[src/rtl/dtw_pkg.sv]
// Shared definitions for the DTW reference-memory blocks.
package dtw_pkg;

  // Reference reader FSM encoding (also exported on dbg_state)
  typedef enum logic [1:0] {
    ST_IDLE   = 2'd0,
    ST_STREAM = 2'd1,
    ST_DRAIN  = 2'd2
  } dtw_state_e;

  // Reference memory ownership mode
  typedef enum logic {
    MODE_DTW_READ = 1'b0,
    MODE_LOAD_REF = 1'b1
  } dtw_mode_e;

  // Version word field ranges
  localparam int unsigned VER_MAJOR_MSB = 31;
  localparam int unsigned VER_MAJOR_LSB = 24;
  localparam int unsigned VER_MINOR_MSB = 23;
  localparam int unsigned VER_MINOR_LSB = 16;
  localparam int unsigned VER_PATCH_MSB = 15;
  localparam int unsigned VER_PATCH_LSB = 0;

endpackage

[src/rtl/dtw_ref_reader_if.sv]
// Memory read bus plus destination FIFO write bus of the reference reader.
interface dtw_ref_reader_if #(
  parameter int unsigned DATA_WIDTH       = 16,
  parameter int unsigned REFMEM_PTR_WIDTH = 20
);
  logic [REFMEM_PTR_WIDTH-1:0] ref_addr_out;
  logic [DATA_WIDTH-1:0]       ref_data_in;
  logic                        dst_fifo_wren_out;
  logic [DATA_WIDTH-1:0]       dst_fifo_data_out;
  logic                        dst_fifo_full_in;
  logic                        dst_fifo_clear_out;

  // Reader side
  modport master (
    output ref_addr_out, dst_fifo_wren_out, dst_fifo_data_out, dst_fifo_clear_out,
    input  ref_data_in, dst_fifo_full_in
  );

  // Memory / FIFO side
  modport slave (
    input  ref_addr_out, dst_fifo_wren_out, dst_fifo_data_out, dst_fifo_clear_out,
    output ref_data_in, dst_fifo_full_in
  );
endinterface

[src/rtl/dtw_skid_buf2.sv]
// Two-entry in-order skid buffer; caller guarantees no push into a full buffer without a pop.
module dtw_skid_buf2 #(
  parameter int unsigned W = 16
) (
  input  logic         clk_in,
  input  logic         rst_n_in,
  input  logic         flush_in,
  input  logic         push_in,
  input  logic [W-1:0] push_data_in,
  input  logic         pop_in,
  output logic [W-1:0] head_out,
  output logic [1:0]   count_out,
  output logic         full_out,
  output logic         empty_out
);
  logic [W-1:0] mem_q [2];
  logic [W-1:0] mem_d [2];
  logic         wr_q, wr_d, rd_q, rd_d;
  logic [1:0]   count_q, count_d;

  // Pointer, count and storage update
  always_comb begin
    mem_d   = mem_q;
    wr_d    = wr_q;
    rd_d    = rd_q;
    count_d = count_q;
    if (flush_in) begin
      wr_d    = 1'b0;
      rd_d    = 1'b0;
      count_d = 2'd0;
    end else begin
      if (push_in) begin
        mem_d[wr_q] = push_data_in;
        wr_d        = ~wr_q;
      end
      if (pop_in && !empty_out) begin
        rd_d = ~rd_q;
      end
      count_d = count_q + 2'(push_in) - 2'(pop_in && !empty_out);
    end
  end

  // State registers
  always_ff @(posedge clk_in or negedge rst_n_in) begin
    if (!rst_n_in) begin
      mem_q[0] <= '0;
      mem_q[1] <= '0;
      wr_q     <= 1'b0;
      rd_q     <= 1'b0;
      count_q  <= 2'd0;
    end else begin
      mem_q   <= mem_d;
      wr_q    <= wr_d;
      rd_q    <= rd_d;
      count_q <= count_d;
    end
  end

  assign head_out  = mem_q[rd_q];
  assign count_out = count_q;
  assign full_out  = (count_q == 2'd2);
  assign empty_out = (count_q == 2'd0);
endmodule

[src/rtl/dtw_ref_reader.sv]
// Sweeps reference memory 0..len-1 and streams samples in order into the destination FIFO.
// Optional running checksum of written samples: define DTW_REF_READER_CHECKSUM_EN.
module dtw_ref_reader
  import dtw_pkg::*;
#(
  parameter int unsigned DATA_WIDTH       = 16,
  parameter int unsigned ADDR_WIDTH       = 32,
  parameter int unsigned REFMEM_PTR_WIDTH = 20
) (
  input  logic                  clk_in,
  input  logic                  rst_n_in,
  input  logic                  start_in,
  input  logic                  abort_in,
  input  logic                  ref_load_done_in,
  input  logic [ADDR_WIDTH-1:0] ref_len_in,
  output logic                  busy_out,
  output logic                  done_out,
  output logic [31:0]           checksum_out,
  output logic [1:0]            dbg_state,
  dtw_ref_reader_if.master      bus
);
  localparam int unsigned PW = REFMEM_PTR_WIDTH;

  dtw_state_e    state_q, state_d;
  logic [PW-1:0] len_q, len_d, cnt_q, cnt_d, addr_q, addr_d;
  logic          inflight_q, inflight_d, done_q, done_d, clear_q, clear_d;

  logic [DATA_WIDTH-1:0] skid_head;
  logic [1:0]            skid_count;
  logic                  skid_full, skid_empty;
  logic                  pop_c, push_c, issue_c, accept_c, flush_c;
  logic [2:0]            occ_c, fill_next_c;
  logic [PW-1:0]         len_lo_c;
  logic                  unused_len_hi;

  assign len_lo_c      = ref_len_in[PW-1:0];
  assign unused_len_hi = ^ref_len_in[ADDR_WIDTH-1:PW];

  // Issue/emit decisions and FSM next state
  always_comb begin
    pop_c       = !skid_empty && !bus.dst_fifo_full_in;
    push_c      = inflight_q && (!skid_full || pop_c);
    // Occupancy after this cycle's pop, counting the read already in flight
    occ_c       = 3'(skid_count) + 3'(inflight_q) - 3'(pop_c);
    fill_next_c = 3'(skid_count) + 3'(push_c) - 3'(pop_c);
    issue_c     = (state_q == ST_STREAM) && !abort_in && (occ_c < 3'd2);
    accept_c    = (state_q == ST_IDLE) && start_in && ref_load_done_in && !abort_in;
    flush_c     = 1'b0;
    state_d     = state_q;
    len_d       = len_q;
    cnt_d       = cnt_q;
    addr_d      = addr_q;
    inflight_d  = issue_c;
    done_d      = 1'b0;
    clear_d     = 1'b0;
    if (issue_c) begin
      addr_d = cnt_q;
      cnt_d  = cnt_q + PW'(1);
    end
    if (abort_in) begin
      state_d    = ST_IDLE;
      inflight_d = 1'b0;
      flush_c    = 1'b1;
      clear_d    = 1'b1;
    end else begin
      case (state_q)
        ST_IDLE: begin
          if (accept_c) begin
            clear_d = 1'b1;
            if (len_lo_c != '0) begin
              state_d = ST_STREAM;
              len_d   = len_lo_c;
              cnt_d   = '0;
            end else begin
              done_d = 1'b1;
            end
          end
        end
        ST_STREAM: begin
          if (issue_c && (cnt_q == len_q - PW'(1))) state_d = ST_DRAIN;
        end
        ST_DRAIN: begin
          if ((fill_next_c == 3'd0) && !inflight_d) begin
            state_d = ST_IDLE;
            done_d  = 1'b1;
          end
        end
        default: state_d = ST_IDLE;
      endcase
    end
  end

  // Control registers
  always_ff @(posedge clk_in or negedge rst_n_in) begin
    if (!rst_n_in) begin
      state_q    <= ST_IDLE;
      len_q      <= '0;
      cnt_q      <= '0;
      addr_q     <= '0;
      inflight_q <= 1'b0;
      done_q     <= 1'b0;
      clear_q    <= 1'b0;
    end else begin
      state_q    <= state_d;
      len_q      <= len_d;
      cnt_q      <= cnt_d;
      addr_q     <= addr_d;
      inflight_q <= inflight_d;
      done_q     <= done_d;
      clear_q    <= clear_d;
    end
  end

  // Captured read data waiting for FIFO space
  dtw_skid_buf2 #(.W(DATA_WIDTH)) u_skid (
    .clk_in       (clk_in),
    .rst_n_in     (rst_n_in),
    .flush_in     (flush_c),
    .push_in      (push_c && !flush_c),
    .push_data_in (bus.ref_data_in),
    .pop_in       (pop_c),
    .head_out     (skid_head),
    .count_out    (skid_count),
    .full_out     (skid_full),
    .empty_out    (skid_empty)
  );

`ifdef DTW_REF_READER_CHECKSUM_EN
  logic [31:0] sum_q, sum_d;

  // Running sum of samples handed to the FIFO
  always_comb begin
    sum_d = sum_q;
    if (accept_c)   sum_d = '0;
    else if (pop_c) sum_d = sum_q + 32'(skid_head);
  end

  // Checksum register
  always_ff @(posedge clk_in or negedge rst_n_in) begin
    if (!rst_n_in) sum_q <= '0;
    else           sum_q <= sum_d;
  end

  assign checksum_out = sum_q;
`else
  assign checksum_out = '0;
`endif

  assign bus.ref_addr_out       = issue_c ? cnt_q : addr_q;
  assign bus.dst_fifo_wren_out  = pop_c;
  assign bus.dst_fifo_data_out  = skid_head;
  assign bus.dst_fifo_clear_out = clear_q;
  assign busy_out               = (state_q != ST_IDLE);
  assign done_out               = done_q;
  assign dbg_state              = state_q;
endmodule

[src/flat_wrapper.sv]
// flat-port wrapper written by rule: the top's interface ports become plain ports
module dtw_ref_reader_flat import dtw_pkg::*;
#(
  parameter int unsigned DATA_WIDTH       = 16,
  parameter int unsigned ADDR_WIDTH       = 32,
  parameter int unsigned REFMEM_PTR_WIDTH = 20
)
  (clk_in, rst_n_in, start_in, abort_in, ref_load_done_in, ref_len_in, busy_out, done_out, checksum_out, dbg_state, bus_ref_addr_out, bus_dst_fifo_wren_out, bus_dst_fifo_data_out, bus_dst_fifo_clear_out, bus_ref_data_in, bus_dst_fifo_full_in);
  dtw_ref_reader_if #(.DATA_WIDTH(DATA_WIDTH), .REFMEM_PTR_WIDTH(REFMEM_PTR_WIDTH)) bus_i ();
  input  logic clk_in;
  input  logic rst_n_in;
  input  logic start_in;
  input  logic abort_in;
  input  logic ref_load_done_in;
  input  logic [ADDR_WIDTH-1:0] ref_len_in;
  output logic busy_out;
  output logic done_out;
  output logic [31:0] checksum_out;
  output logic [1:0] dbg_state;
  output wire logic [$bits(bus_i.ref_addr_out)-1:0] bus_ref_addr_out;
  output wire logic [$bits(bus_i.dst_fifo_wren_out)-1:0] bus_dst_fifo_wren_out;
  output wire logic [$bits(bus_i.dst_fifo_data_out)-1:0] bus_dst_fifo_data_out;
  output wire logic [$bits(bus_i.dst_fifo_clear_out)-1:0] bus_dst_fifo_clear_out;
  input wire logic [$bits(bus_i.ref_data_in)-1:0] bus_ref_data_in;
  input wire logic [$bits(bus_i.dst_fifo_full_in)-1:0] bus_dst_fifo_full_in;
  assign bus_ref_addr_out = bus_i.ref_addr_out;
  assign bus_dst_fifo_wren_out = bus_i.dst_fifo_wren_out;
  assign bus_dst_fifo_data_out = bus_i.dst_fifo_data_out;
  assign bus_dst_fifo_clear_out = bus_i.dst_fifo_clear_out;
  assign bus_i.ref_data_in = bus_ref_data_in;
  assign bus_i.dst_fifo_full_in = bus_dst_fifo_full_in;
  dtw_ref_reader #(.DATA_WIDTH(DATA_WIDTH), .ADDR_WIDTH(ADDR_WIDTH), .REFMEM_PTR_WIDTH(REFMEM_PTR_WIDTH)) u_core (.clk_in(clk_in), .rst_n_in(rst_n_in), .start_in(start_in), .abort_in(abort_in), .ref_load_done_in(ref_load_done_in), .ref_len_in(ref_len_in), .busy_out(busy_out), .done_out(done_out), .checksum_out(checksum_out), .dbg_state(dbg_state), .bus(bus_i));
endmodule
[config.mk]
export PLATFORM = sky130hd
export DESIGN_NAME = dtw_ref_reader_flat
export DESIGN_NICKNAME = d
export VERILOG_FILES = /design/src/rtl/dtw_pkg.sv /design/src/rtl/dtw_ref_reader_if.sv /design/src/rtl/dtw_skid_buf2.sv /design/src/rtl/dtw_ref_reader.sv /design/src/flat_wrapper.sv
export SDC_FILE = /design/constraint.sdc
export NUM_CORES = 1
export LEC_CHECK = 0
export BUFFER_PORTS_ARGS = -buffer_cell sky130_fd_sc_hd__buf_2
export CAP_MARGIN = 20
export CORE_MARGIN = 2
export CORE_UTILIZATION = 35
export CTS_CLUSTER_DIAMETER = 120
export DETAILED_ROUTE_END_ITERATION = 6
export GPL_TIMING_DRIVEN = 1
export PLACE_DENSITY = 0.56
export SYNTH_ARGS = -nofsm -noshare
export SYNTH_HDL_FRONTEND = slang
export SYNTH_SLANG_ARGS = --single-unit
[constraint.sdc]
create_clock -name clk_in -period 9.7 [get_ports clk_in]
set_input_delay 1.455 -clock clk_in [delete_from_list [all_inputs] [get_ports clk_in]]
set_output_delay 1.455 -clock clk_in [all_outputs]
set_load 0.02 [all_outputs]
==> results of run 1 <==
sequential cells by signal, indices dropped and copies added (netlist names):
signal and cells:
u_core.u_skid.wr_q 1, u_core.inflight_q 1, u_core.bus.dst_fifo_clear_out 1, u_core.u_skid.rd_q 1, u_core.len_q 20, u_core.addr_q 20, u_core.dbg_state 2, u_core.u_skid.mem_q 32
u_core.done_out 1, u_core.u_skid.count_out 2, u_core.cnt_q 20
stage by stage:
| stage | cells | hold WS (ns) |
|---|---|---|
| 2_1_floorplan | 537 | 0.4737 |
| 6_report | 775 | 0.4707 |
| 3_5_place_dp | 758 | 0.4541 |
| 5_1_grt | 775 | 0.5060 |
| 4_1_cts | 774 | 0.4740 |
| 3_3_place_gp | 758 | 0.4562 |
worst min-delay path, stage by stage (launching register included):
cell,delay [ns]
dfrtp_1,0.32
nand2_1,0.04
nand2_1,0.07
cell type report:
cell class | instances | area [µm²] | share of cell area (%)
timing repair buffer | 88 | 475.5 | 7.761
clock inverter | 6 | 70.07 | 1.144
sequential | 101 | 2527 | 41.26
clock buffer | 10 | 229.0 | 3.738
tap | 188 | 235.2 | 3.840
multi-input combinational | 370 | 2544 | 41.52
inverter | 12 | 45.04 | 0.7353
worst paths after layout:
check	start	to	depth (start not counted)
worst max-delay path	bus_dst_fifo_full_in	bus_ref_addr_out[19]	11
worst min-delay path	u_core.addr_q[18]$_DFF_PN0_	u_core.addr_q[18]$_DFF_PN0_	2
worst max register to register	u_core.u_skid.count_out[1]$_DFF_PN0_	u_core.cnt_q[14]$_DFF_PN0_	12
worst min register to register	u_core.addr_q[18]$_DFF_PN0_	u_core.addr_q[18]$_DFF_PN0_	2
max in group asynchronous	rst_n_in	u_core.len_q[0]$_DFFE_PN0P_	3
min in group asynchronous	rst_n_in	u_core.addr_q[16]$_DFF_PN0_	1
cell usage after synthesis, drive strengths merged, types with 8 or more instances:
master,instances,area share [%]
inv,12,0.85
xor2,17,2.8
xnor2,32,5.3
dfrtp,101,48
nor4,14,1.6
clkbuf,18,1.3
nand2,67,4.7
nor3,10,0.94
nor2,35,2.5
mux2,66,14
buf,36,4.8
o21ai,11,1.0
or4,8,1.3
where the power goes:
part / total (mW) / switching [mW] / internal, mW
combinational: 0.429 / 0.227 / 0.203
clock: 0.362 / 0.160 / 0.202
sequential: 0.587 / 0.0818 / 0.506
logic make-up after synthesis:
group | Yosys count
compound gates | 34
mux | 67
buf+inv | 66
other cells | 1
simple gates | 179
fa+ha+maj | 9
flops | 101
xor+xnor | 49
metal layers:
metal	up-vias	global-route usage [%]	wire, µm
li1	1832	-	-
met2	83	23.02	5236
met3	12	3.308	438
met5	-	0	0
met4	0	5.947	167
met1	1844	20.47	5567
==> results_dict.tcl, run 1 <==
set metrics [dict create \
    outcome "finished clean" \
    synth_edf_count 0 \
    dp_hpwl_um 8323 \
    critPathTopFamily "simple AND/OR/NAND/NOR gates" \
    cts_buffers 9 \
    synthAdderAreaFrac_pct 2.401 \
    synth-seq-area-share_pct 47.54 \
    fin_area_um2 6126 \
    end_kind "output pin" \
    ctsLongestPathBuffers 2 \
    cpPeakStageDelay_ns 0.57 \
    vdd_drop_max_mv 0.08610 \
    synth_top_family_by_area "simple AND/OR/NAND/NOR gates" \
    holdBufCountCts 0 \
    yosys.area_share.simple_pct 16.69 \
    initial_core_util_pct 35.36 \
    path_cells "buf_2, a21oi_1, ha_1, nand2b_1, fa_1, nor4bb_1, nand2_1, inv_1, nand2_1, nand2_1, buf_2" \
    cts_num_sinks 101 \
    place_area_um2 5799 \
    grt_antenna_before_repair 0 \
    critPathMaxFanout 23 \
    grt_pass1_wl_um 19060 \
    drc_errors 0 \
    hold_path_class "reg2reg" \
    portBuffers 83 \
    fmax_mhz 169.7 \
    maxCapViolCount 0 \
    cp_common_cell "nand2_1" \
    synth_warnings 0 \
    overflow 0 \
    synthArstFlopShare_pct 100.0 \
    cts_root_buf "clkbuf_16" \
    fillCellCount 1472 \
    drv_slew 0 \
    avgSynthCellArea_um2 10.51 \
    gp_congestion 0.8427 \
    mostFrequentLayoutCells "101 x dfrtp_1, 82 x buf_2, 67 x nand2_1" \
    die_x_um 127.2 \
    clkTransAtPathRegs_ns 0.07 \
    slew_headroom_pct 46.69 \
    syn_inst 506 \
    nets 645 \
    num_io_pins 128 \
    layout_commonest_cell "dfrtp_1" \
    ys_ff_latch 101 \
    cts_resized 0 \
    postLayoutCoreUtil_pct 40.75 \
    wl_per_cell_um 14.72 \
    dp_slack_ns 3.729 \
    fin_crit_sh_pct 60.75 \
    synthMuxAreaShare_pct 14.17 \
    cts_tree "done" \
    leakage_nw 2.946 \
    grt_max_degree 85 \
    wl_um 11410 \
    postRouteAntennaNets 0 \
    hold_viol 0 \
    areaGrowthSynthToFinish_pct 15.23 \
    grt_usage_pct 14.91 \
    critical_path_class "in2out" \
    synth_xor_area_share_pct 8.072 \
    cts_setup_buffers 0 \
    cts_max_level 3 \
    setup_ws_ns 3.807 \
    setup-tns-final_ns 0 \
    diodes 0 \
    synth_area_um2 5316 \
    p_per_area_nw_per_um2 225.1 \
    finClkSkew_ns 0.007705 \
    power_mw 1.379 \
    core_um2 15030 \
    synth_cell_types 49 \
    synth_compound_area_share_pct 4.119 \
    die_h_um 127.2 \
    clk_latency_ns 0.35 \
    row_count 45 \
    grt_pass1_vias 3770 \
    worstPathArrival_ns 4.44 \
    via_per_inst 4.866 \
    cp.buffers_inverters 3 \
    worst_slew_pin_slew_ns 0.7997 \
    synthFlopType "dfrtp_1" \
    drt_iter0_drc 153 \
    setup_viol 0 \
    required_ns 8.25 \
    final.min_clock_period_ns 5.893 \
    cpMaxStageDelayCell "inv_1" \
    die-area_um2 16190 \
    vias 3771 \
    rsz0062_at_grt "false" \
    firstDrtPassIters 4 \
    worst-r2r-setup-slack_ns 5.39 \
    cp-start-kind "input pin" \
    drive_above_1_share_pct 30.32 \
]
No activity file was read; power rests on OpenSTA's default activity.
==> run 2: changes to the inputs <==
ABC_AREA = 1   (was default)
PLACE_DENSITY = 0.58   (was 0.56)
clock period = 4.8 ns   (was 9.7 ns; I/O delays follow)
==> results_dict.tcl, run 2 <==
set metrics [dict create \
    finClkSkew_ns 0.008377 \
    cts_tree "done" \
    cp-endpoint "bus_ref_addr_out[0]" \
    hold_viol 0 \
    largest_reg_flops 32 \
    drive_above_1_share_pct 14.18 \
    critical_path_class "reg2out" \
    gp_congestion 0.8323 \
    grt_max_degree 69 \
    multiInputGateArea_um2 2616 \
    maxCapViolCount 0 \
    holdBufCountCts 0 \
    drc_errors 0 \
    cp-start-kind "register" \
    grt_pass1_wl_um 22480 \
    worst_slew_pin_slew_ns 1.059 \
    synthAdderAreaFrac_pct 2.238 \
    fmax_mhz 229.1 \
    slew_headroom_pct 28.77 \
    final.min_clock_period_ns 4.365 \
    hold_path_class "in2async" \
    via_per_inst 4.460 \
    synth_area_um2 5703 \
    synth_top_family_by_area "simple AND/OR/NAND/NOR gates" \
    portBuffers 83 \
    ys_ff_latch 101 \
    r2r_start "u_core.u_skid.count_out[1]$_DFF_PN0_" \
    setup_ws_ns 0.4350 \
    wl_per_cell_um 12.54 \
    critPathMaxFanout 17 \
    die-area_um2 17330 \
    yosysMostFrequentCell "nand2_1" \
    ctsLongestPathBuffers 2 \
    cts_setup_buffers 0 \
    die_h_um 131.7 \
    synth.area.top_cells "dfrtp_1 44%, nand2_1 16%, inv_1 5.9%" \
    yosysTopAreaCellShare_pct 44.32 \
    initial_core_util_pct 35.90 \
    num_io_pins 128 \
    power_mw 3.015 \
    required_ns 4.08 \
    avgSynthCellArea_um2 7.474 \
    placed_cells 1046 \
    yosys-top-cells-count "244 x nand2_1, 101 x dfrtp_1, 90 x inv_1" \
    outcome "finished clean" \
    worstSetupStartpoint "u_core.u_skid.count_out[1]$_DFF_PN0_" \
    areaGrowthSynthToFinish_pct 14.30 \
    firstDrtPassIters 5 \
    cts_max_level 3 \
    postRouteAntennaNets 0 \
    grt_antenna_before_repair 0 \
    syn_inst 763 \
    wl_um 13320 \
    cp.buffers_inverters 3 \
    setup-tns-final_ns 0 \
    vdd_drop_max_mv 0.1889 \
    core_um2 15890 \
    drv_slew 0 \
    die_x_um 131.7 \
    worstRegToRegCells 16 \
    synth_xor_area_share_pct 4.454 \
    cts_num_sinks 101 \
    synthFlopType "dfrtp_1" \
    setup_viol 0 \
    critPathTopFamily "simple AND/OR/NAND/NOR gates" \
    cts_root_buf "clkbuf_16" \
    synthArstFlopShare_pct 100.0 \
    cpPeakStageDelay_ns 0.51 \
    mostFrequentLayoutCells "244 x nand2_1, 101 x dfrtp_1, 90 x inv_1" \
    drt_iter0_drc 283 \
    rsz0062_at_grt "false" \
    end_kind "output pin" \
    worst-r2r-setup-slack_ns 1.10 \
    path_cells "inv_2, a21oi_1, ha_1, or2_2, fa_1, nor2_1, nor2_1, nand2_1, clkinv_2, nor2_1, nor2_1, buf_2" \
    row_count 46 \
    cp_common_cell "nor2_1" \
    grt_pass1_vias 4541 \
    fin_crit_sh_pct 90.94 \
    synth_cell_types 37 \
    layout.cells.non_filler 1062 \
    cts_buffers 9 \
    worstPathArrival_ns 3.65 \
    diodes 0 \
    reg2reg_to "u_core.cnt_q[11]$_DFF_PN0_" \
    cpMaxStageDelayCell "dfrtp_1" \
    yosys.area_share.simple_pct 29.38 \
    synth_compound_area_share_pct 7.701 \
    overflow 0 \
    seqCellArea_um2 2527 \
    grt_usage_pct 16.19 \
    synth-seq-area-share_pct 44.32 \
    synth_warnings 0 \
    hold_slack_ns 0.4764 \
    vias 4736 \
    dp_hpwl_um 9938 \
    clk_latency_ns 0.36 \
    clkTransAtPathRegs_ns 0.07 \
    dp_slack_ns 0.6409 \
    synthMuxAreaShare_pct 0 \
    top_register "u_core.u_skid.mem_q" \
    p_per_area_nw_per_um2 462.5 \
    synth_top_area_cell "dfrtp_1" \
    leakage_nw 3.546 \
    cp.depth 12 \
    fillCellCount 1688 \
    synth_edf_count 0 \
    cts_resized 0 \
    layout_commonest_cell "nand2_1" \
    nets 904 \
]
[run 2: cell types whose count changed in the layout (fill, tap and decap cells not counted), moves of 8 or more]
cell	delta
nand2_1	+177
o21ai_1	+19
nor4_1	-8
xnor2_1	-27
mux2_2	-66
nor2_1	+29
nand3_1	+36
inv_1	+78
o21ai_0	+45
[run 2: kinds of logic (layout without fill, tap and decap cells)]
logic type | after synthesis | count (layout)
flip-flops | 101 | 101
other | 1 | 32
adder cells (fa/ha/maj) | 9 | 9
AND/OR/NAND/NOR | 392 | 392
XOR/XNOR | 29 | 29
buffers and inverters | 145 | 197
AO/OA/AOI/OAI | 86 | 86
[run 2: routing by layer]
| layer | GRT usage, % | share of wire [%] |
|---|---|---|
| met2 | 26.53 | 46 |
| met4 | 6.522 | 1.8 |
| met3 | 2.199 | 3.4 |
| met5 | 0 | 0 |
| met1 | 21.64 | 49 |
[run 2: worst min path at each step]
stage | slack, ns | startpoint | endpoint
finish | 0.48 | rst_n_in | u_core.len_q[15]$_DFFE_PN0P_
global route | 0.51 | u_core.u_skid.mem_q[2]$_DFFE_PN0P_ | u_core.u_skid.mem_q[2]$_DFFE_PN0P_
CTS | 0.48 | u_core.addr_q[16]$_DFF_PN0_ | u_core.addr_q[16]$_DFF_PN0_
detailed placement | 0.46 | u_core.addr_q[16]$_DFF_PN0_ | u_core.addr_q[16]$_DFF_PN0_
global placement | 0.46 | u_core.addr_q[16]$_DFF_PN0_ | u_core.addr_q[16]$_DFF_PN0_
floorplan | 0.42 | rst_n_in | u_core.addr_q[0]$_DFF_PN0_
[run 2: layout make-up]
cell class | instances | share of cell area (%)
multi-input cells | 548 | 40.13
flip-flops and latches | 101 | 38.77
clock buffers | 10 | 3.666
clock inverters | 6 | 0.7869
well taps | 216 | 4.146
inverters | 94 | 5.432
repair buffers | 87 | 7.063
[run 2: worst reg2reg max path, delay by kind of cell, from the launching register on]
family | cells | cell delay (ns)
xor+xnor | 1 | 0.16
buf+inv | 2 | 0.56
simple gates | 10 | 1.47
flops | 1 | 0.51
fa+ha+maj | 2 | 0.65
compound gates | 1 | 0.20
[run 2: metrics by stage]
stage / util, % / area [µm²]
3_3_place_gp: 39.21 / 6228
2_1_floorplan: - / 5819
6_report: 41.04 / 6519
4_1_cts: 41.04 / 6519
5_1_grt: 41.04 / 6519
3_5_place_dp: 39.21 / 6228
[run 2: where the power goes]
part           internal, mW  leakage (nW)  switching (mW)
clock network         0.375         0.146           0.345
logic                 0.376          2.06           0.715
registers              1.06          1.34           0.144
